**src/rtl/demux1_2_buf.sv**
```systemverilog
// demux1_2_buf: 1-to-2 demultiplexer with a 2-entry buffer per output.
// A word offered on in_valid/in_ready is steered to output A (in_sel=0)
// or output B (in_sel=1). Each side buffers independently, so a stalled
// consumer on one side never blocks traffic to the other.
//
// Ports:
//   clk, rst                    rising-edge clock, synchronous active-high reset
//   in_valid/in_ready/in_data   input word handshake
//   in_sel                      destination select (0 = A, 1 = B)
//   a_valid/a_ready/a_data      output A handshake, a_data is the head word
//   b_valid/b_ready/b_data      output B handshake, b_data is the head word
//   a_count/b_count             words delivered per side, modulo 256

// One output channel: 2-entry FIFO with registered head, valid and counter.
module demux1_2_buf_chan #(
    parameter int unsigned WIDTH = 16
) (
    input  logic             clk,
    input  logic             rst,
    input  logic             push,
    input  logic [WIDTH-1:0] wdata,
    input  logic             ready,
    output logic             full_c,
    output logic             valid,
    output logic [WIDTH-1:0] data,
    output logic [7:0]       count
);

    typedef enum logic [1:0] {
        EMPTY = 2'd0,
        ONE   = 2'd1,
        FULL  = 2'd2
    } state_t;

    state_t           state, state_n;
    logic [WIDTH-1:0] tail, tail_n;
    logic [WIDTH-1:0] data_n;
    logic             valid_n;
    logic [7:0]       count_n;
    logic             pop;

    // State and buffer registers
    always_ff @(posedge clk) begin
        if (rst) begin
            state <= EMPTY;
            data  <= '0;
            tail  <= '0;
            valid <= 1'b0;
            count <= '0;
        end else begin
            state <= state_n;
            data  <= data_n;
            tail  <= tail_n;
            valid <= valid_n;
            count <= count_n;
        end
    end

    // Next-state, buffer movement and delivery counter
    always_comb begin
        state_n = state;
        data_n  = data;
        tail_n  = tail;
        count_n = count;
        pop     = valid & ready;

        case (state)
            EMPTY: begin
                if (push) begin
                    state_n = ONE;
                    data_n  = wdata;
                end
            end
            ONE: begin
                if (push && pop) begin
                    // Head leaves and the new word takes its place.
                    data_n = wdata;
                end else if (push) begin
                    state_n = FULL;
                    tail_n  = wdata;
                end else if (pop) begin
                    state_n = EMPTY;
                end
            end
            FULL: begin
                // Push cannot occur here: in_ready is low for a full side.
                if (pop) begin
                    state_n = ONE;
                    data_n  = tail;
                end
            end
            default: begin
                state_n = EMPTY;
            end
        endcase

        valid_n = (state_n != EMPTY);
        if (pop) begin
            count_n = count + 8'd1;
        end
    end

    // Readiness depends on state only, never on the consumer's ready.
    assign full_c = (state == FULL);

endmodule

module demux1_2_buf #(
    parameter int unsigned WIDTH = 16
) (
    input  logic             clk,
    input  logic             rst,
    input  logic             in_valid,
    output logic             in_ready,
    input  logic [WIDTH-1:0] in_data,
    input  logic             in_sel,
    output logic             a_valid,
    input  logic             a_ready,
    output logic [WIDTH-1:0] a_data,
    output logic             b_valid,
    input  logic             b_ready,
    output logic [WIDTH-1:0] b_data,
    output logic [7:0]       a_count,
    output logic [7:0]       b_count
);

    logic a_full;
    logic b_full;
    logic a_push;
    logic b_push;

    // Ready reflects only the selected side's occupancy.
    assign in_ready = in_sel ? ~b_full : ~a_full;
    assign a_push   = in_valid & in_ready & ~in_sel;
    assign b_push   = in_valid & in_ready &  in_sel;

    demux1_2_buf_chan #(.WIDTH(WIDTH)) u_chan_a (
        .clk    (clk),
        .rst    (rst),
        .push   (a_push),
        .wdata  (in_data),
        .ready  (a_ready),
        .full_c (a_full),
        .valid  (a_valid),
        .data   (a_data),
        .count  (a_count)
    );

    demux1_2_buf_chan #(.WIDTH(WIDTH)) u_chan_b (
        .clk    (clk),
        .rst    (rst),
        .push   (b_push),
        .wdata  (in_data),
        .ready  (b_ready),
        .full_c (b_full),
        .valid  (b_valid),
        .data   (b_data),
        .count  (b_count)
    );

endmodule

```
**config.mk**
```make
export PLATFORM = sky130hd
export DESIGN_NAME = demux1_2_buf
export DESIGN_NICKNAME = d
export VERILOG_FILES = /design/src/rtl/demux1_2_buf.sv
export SDC_FILE = /design/constraint.sdc
export NUM_CORES = 1
export LEC_CHECK = 0
export CORE_MARGIN = 8
export CORE_UTILIZATION = 52
export DETAILED_ROUTE_END_ITERATION = 8
export PLACE_DENSITY = 0.92
export REMOVE_ABC_BUFFERS = 1
export SYNTH_ARGS = -nofsm -noshare
export SYNTH_HDL_FRONTEND = slang
export SYNTH_HIERARCHICAL = 1
export SYNTH_SLANG_ARGS = --single-unit
```
**constraint.sdc**
```tcl
create_clock -name clk -period 2.71 [get_ports clk]
set_input_delay 0.542 -clock clk [delete_from_list [all_inputs] [get_ports clk]]
set_output_delay 0.542 -clock clk [all_outputs]
set_load 0.02 [all_outputs]
```
==> qor.yml <==
p_per_area_nw_per_um2: 580.8
cts_hold_buf: 0
critPathMaxFanout: 3
power.internal_mw: 2.049
syn_inst: 417
rsz0062_at_grt: "no"
routed_wl_um: 10430
design.core.area_um2: 7292
period_minus_slack_ns: 2.492
antenna_found_initial: 0
start_util: 0.5369
dr.pass1.iters: 5
path_class: "in2out"
reg2reg_slack_ns: 0.80
seq_power_share: 0.488
slew_violations: 0
p_leak_nw: 1.805
timing.hold.ws_ns: 0.4771
setup_tns_ns: 0
synth_seq_cells: 86
netSwitchingFraction: 0.2718
syn_area_per_cell_um2: 9.389
fin_area_um2: 4845
power_mw: 2.814
end_kind: "output port"
synth-edff-count: 0
fin_worst_skew_ns: 0.006887
synthFlopType: "dfxtp_1"
area_growth_pct: 23.75
fin_util: 0.6644
yosysWarnings: 6
synthArstFlopShare: 0
reg2regPathDepth: 8
die_x_um: 102.8
ctsResizeCount: 0
clk_latency_ns: 0.35
crit_arrival_ns: 1.95
netlist_area_um2: 3915
setup.worst_path.start: "in_sel"
crit_required_ns: 2.17
synth_top_area_frac: 0.4398
synth_top_area_cell: "dfxtp_1"
finalCritPeriodShare: 0.9196
slew_headroom: 0.6008
drcViolationCount: 0
finalSetupViolCount: 0
die_h_um: 102.8
synth-seq-area-share: 0.4398
max_freq_mhz: 401.2
grt-ovfl-total: 0
cts_buffers: 9
vias: 3591
n_antenna_cell: 0
synth_area_leaders: "dfxtp_1 (44%), a211oi_1 (13%), mux2i_1 (8.4%)"
clk_pin_slew_ns: 0.08
rows: 31
die_area_um2: 10560
wl_per_cell_um: 17.98
placed_area_um2: 4642
ant_nets: 0
port_buffers: 72
cts-root-buf: "clkbuf_8"
grt_first_pass_wirelength_um: 16600
endpoint: "in_ready"
cts_buffer_depth: 2
maxCapViolCount: 0
drive_gt1_frac: 0.09148
grt_max_degree: 35
post_cts_buffers: 0
io_pins: 73
r2r_end: "u_chan_a/data[10]$_SDFFE_PP0P_"
grt_pass1_vias: 3368
vdd_ir_drop_max_v: 0.0003857
synth.distinct_cells: 35
cts_tree: "built"
switching_power_mw: 0.7647
status: "completed"
ctsHtreeMaxLevel: 3
vias_per_cell: 6.191
hold_violations: 0
rr_startpoint: "u_chan_a/state[0]$_SDFF_PP0_"
pwr-share-clk: 0.336
drt_iter0_drc: 280
grt.total_usage: 0.1966
p_comb_frac: 0.176
startpoint_type: "input pin"
hold_class: "reg2reg"
dpl.hpwl_um: 6913
worst_pin_slew_ns: 0.5988
place_congestion: 0.8093
min_from: "u_chan_a/tail[14]$_SDFFE_PP0P_"
clock-sinks: 86
nets: 501
-- layout make-up --
type                       count  area (µm²)
sequential                    86        1722
clock inverter                 5       75.07
clock buffer                  10       127.6
multi-input combinational    287        1921
fill                         602        2447
timing repair buffer          87       853.3
inverter                       6       22.52
tap                           99       123.9
-- worst min path at each step --
stage | end | slack, ns | cells after the start
floorplan | u_chan_a/tail[0]$_SDFFE_PP0P_ | 0.45 | 2
global placement | u_chan_a/tail[15]$_SDFFE_PP0P_ | 0.46 | 2
detailed placement | u_chan_b/tail[9]$_SDFFE_PP0P_ | 0.47 | 2
CTS | u_chan_b/tail[9]$_SDFFE_PP0P_ | 0.48 | 2
global route | u_chan_b/tail[9]$_SDFFE_PP0P_ | 0.49 | 2
finish | u_chan_a/tail[14]$_SDFFE_PP0P_ | 0.48 | 2
-- registers in the layout (all words and copies together) (netlist names) --
| name | count |
|---|---|
| u_chan_b/valid | 1 |
| u_chan_b/tail | 16 |
| u_chan_a/valid | 1 |
| u_chan_a/state | 2 |
| u_chan_a/tail | 16 |
| u_chan_b/state | 2 |
| u_chan_a/data | 16 |
| u_chan_b/data | 16 |
| u_chan_b/count | 8 |
| u_chan_a/count | 8 |
-- metal layers --
layer	vias up	routed length [µm]	track usage
met5	-	0	0
met4	0	155	0.06229
met3	14	872	0.05604
met2	170	4966	0.3117
met1	1712	4434	0.2519
li1	1695	-	-
-- layout by cell type, fill, tap and decap left out --
cell             synthesis  final
nor2b_2                  0      2
buf_4                   10     13
bufinv_16                0      2
clkbuf_8                 0      9
xnor2_1                  2      2
a2111oi_0                2      2
clkinv_2                 0      3
buf_2                    4      1
clkdlybuf4s50_1          0     71
nand3_1                 38     38
xor2_1                   2      2
o31ai_1                  4      4
o22ai_2                  2      2
clkbuf_1                14      1
or3_1                    4      4
inv_1                    6      6
and2_2                   2      2
and3b_1                  1      1
nor3b_1                  1      1
buf_12                   0      2
o21ai_0                 40     40
ha_1                     2      2
a211oi_1                66     66
nand2_1                 10     10
or4_1                    4      4
and4b_1                  2      2
a21boi_4                 2      2
nand4_1                  4      4
mux2i_1                 33     33
nand2b_1                 4      4
nor2_1                   4      4
nand2_4                  2      2
nor3_1                   2      2
or3_2                    2      2
a21oi_1                 48     48
a21bo_2                  2      2
dfxtp_1                 86     86
-- power groups by stage --
stage / Clock, mW / Sequential (mW) / Combinational (mW)
floorplan: 0 / 1.45 / 0.193
global placement: 0 / 1.40 / 0.477
detailed placement: 0 / 1.40 / 0.491
CTS: 0.968 / 1.37 / 0.494
global route: 1.01 / 1.38 / 0.531
finish: 0.945 / 1.37 / 0.496
-- per-stage QoR --
| stage | instances | worst slack (ns) |
|---|---|---|
| after global routing | 580 | 0.1965 |
| final | 580 | 0.2178 |
| after global placement | 565 | 0.3110 |
| after floorplan | 379 | -0.5794 |
| after detailed placement | 565 | 0.2563 |
| after CTS | 580 | 0.2530 |
-- synthesized netlist by cell type (4+ instances only) --
cell and count:
a211oi_1 66, a21oi_1 48, buf_2 4, buf_4 10
buf_6 6, clkbuf_1 14, dfxtp_1 86, inv_1 6
mux2i_1 33, nand2_1 10, nand2b_1 4, nand3_1 38
nand4_1 4, nor2_1 4, o21ai_0 40, o31ai_1 4
or3_1 4, or4_1 4
-- logic make-up (layout without fill, tap and decap cells) --
group	after synthesis	in the layout	synth area share
xor+xnor	4	4	0.008950
fa+ha+maj	2	2	0.006391
flops	86	86	0.4398
simple gates	82	82	0.1173
mux	33	33	0.08437
compound gates	166	166	0.2723
buf+inv	44	108	0.07095
-- worst max-delay path: stages --
cell             delay (ns)
clkdlybuf4s50_1        0.53
mux2i_1                0.24
clkdlybuf4s50_1        0.64
Power figures use the tool's default switching activity.
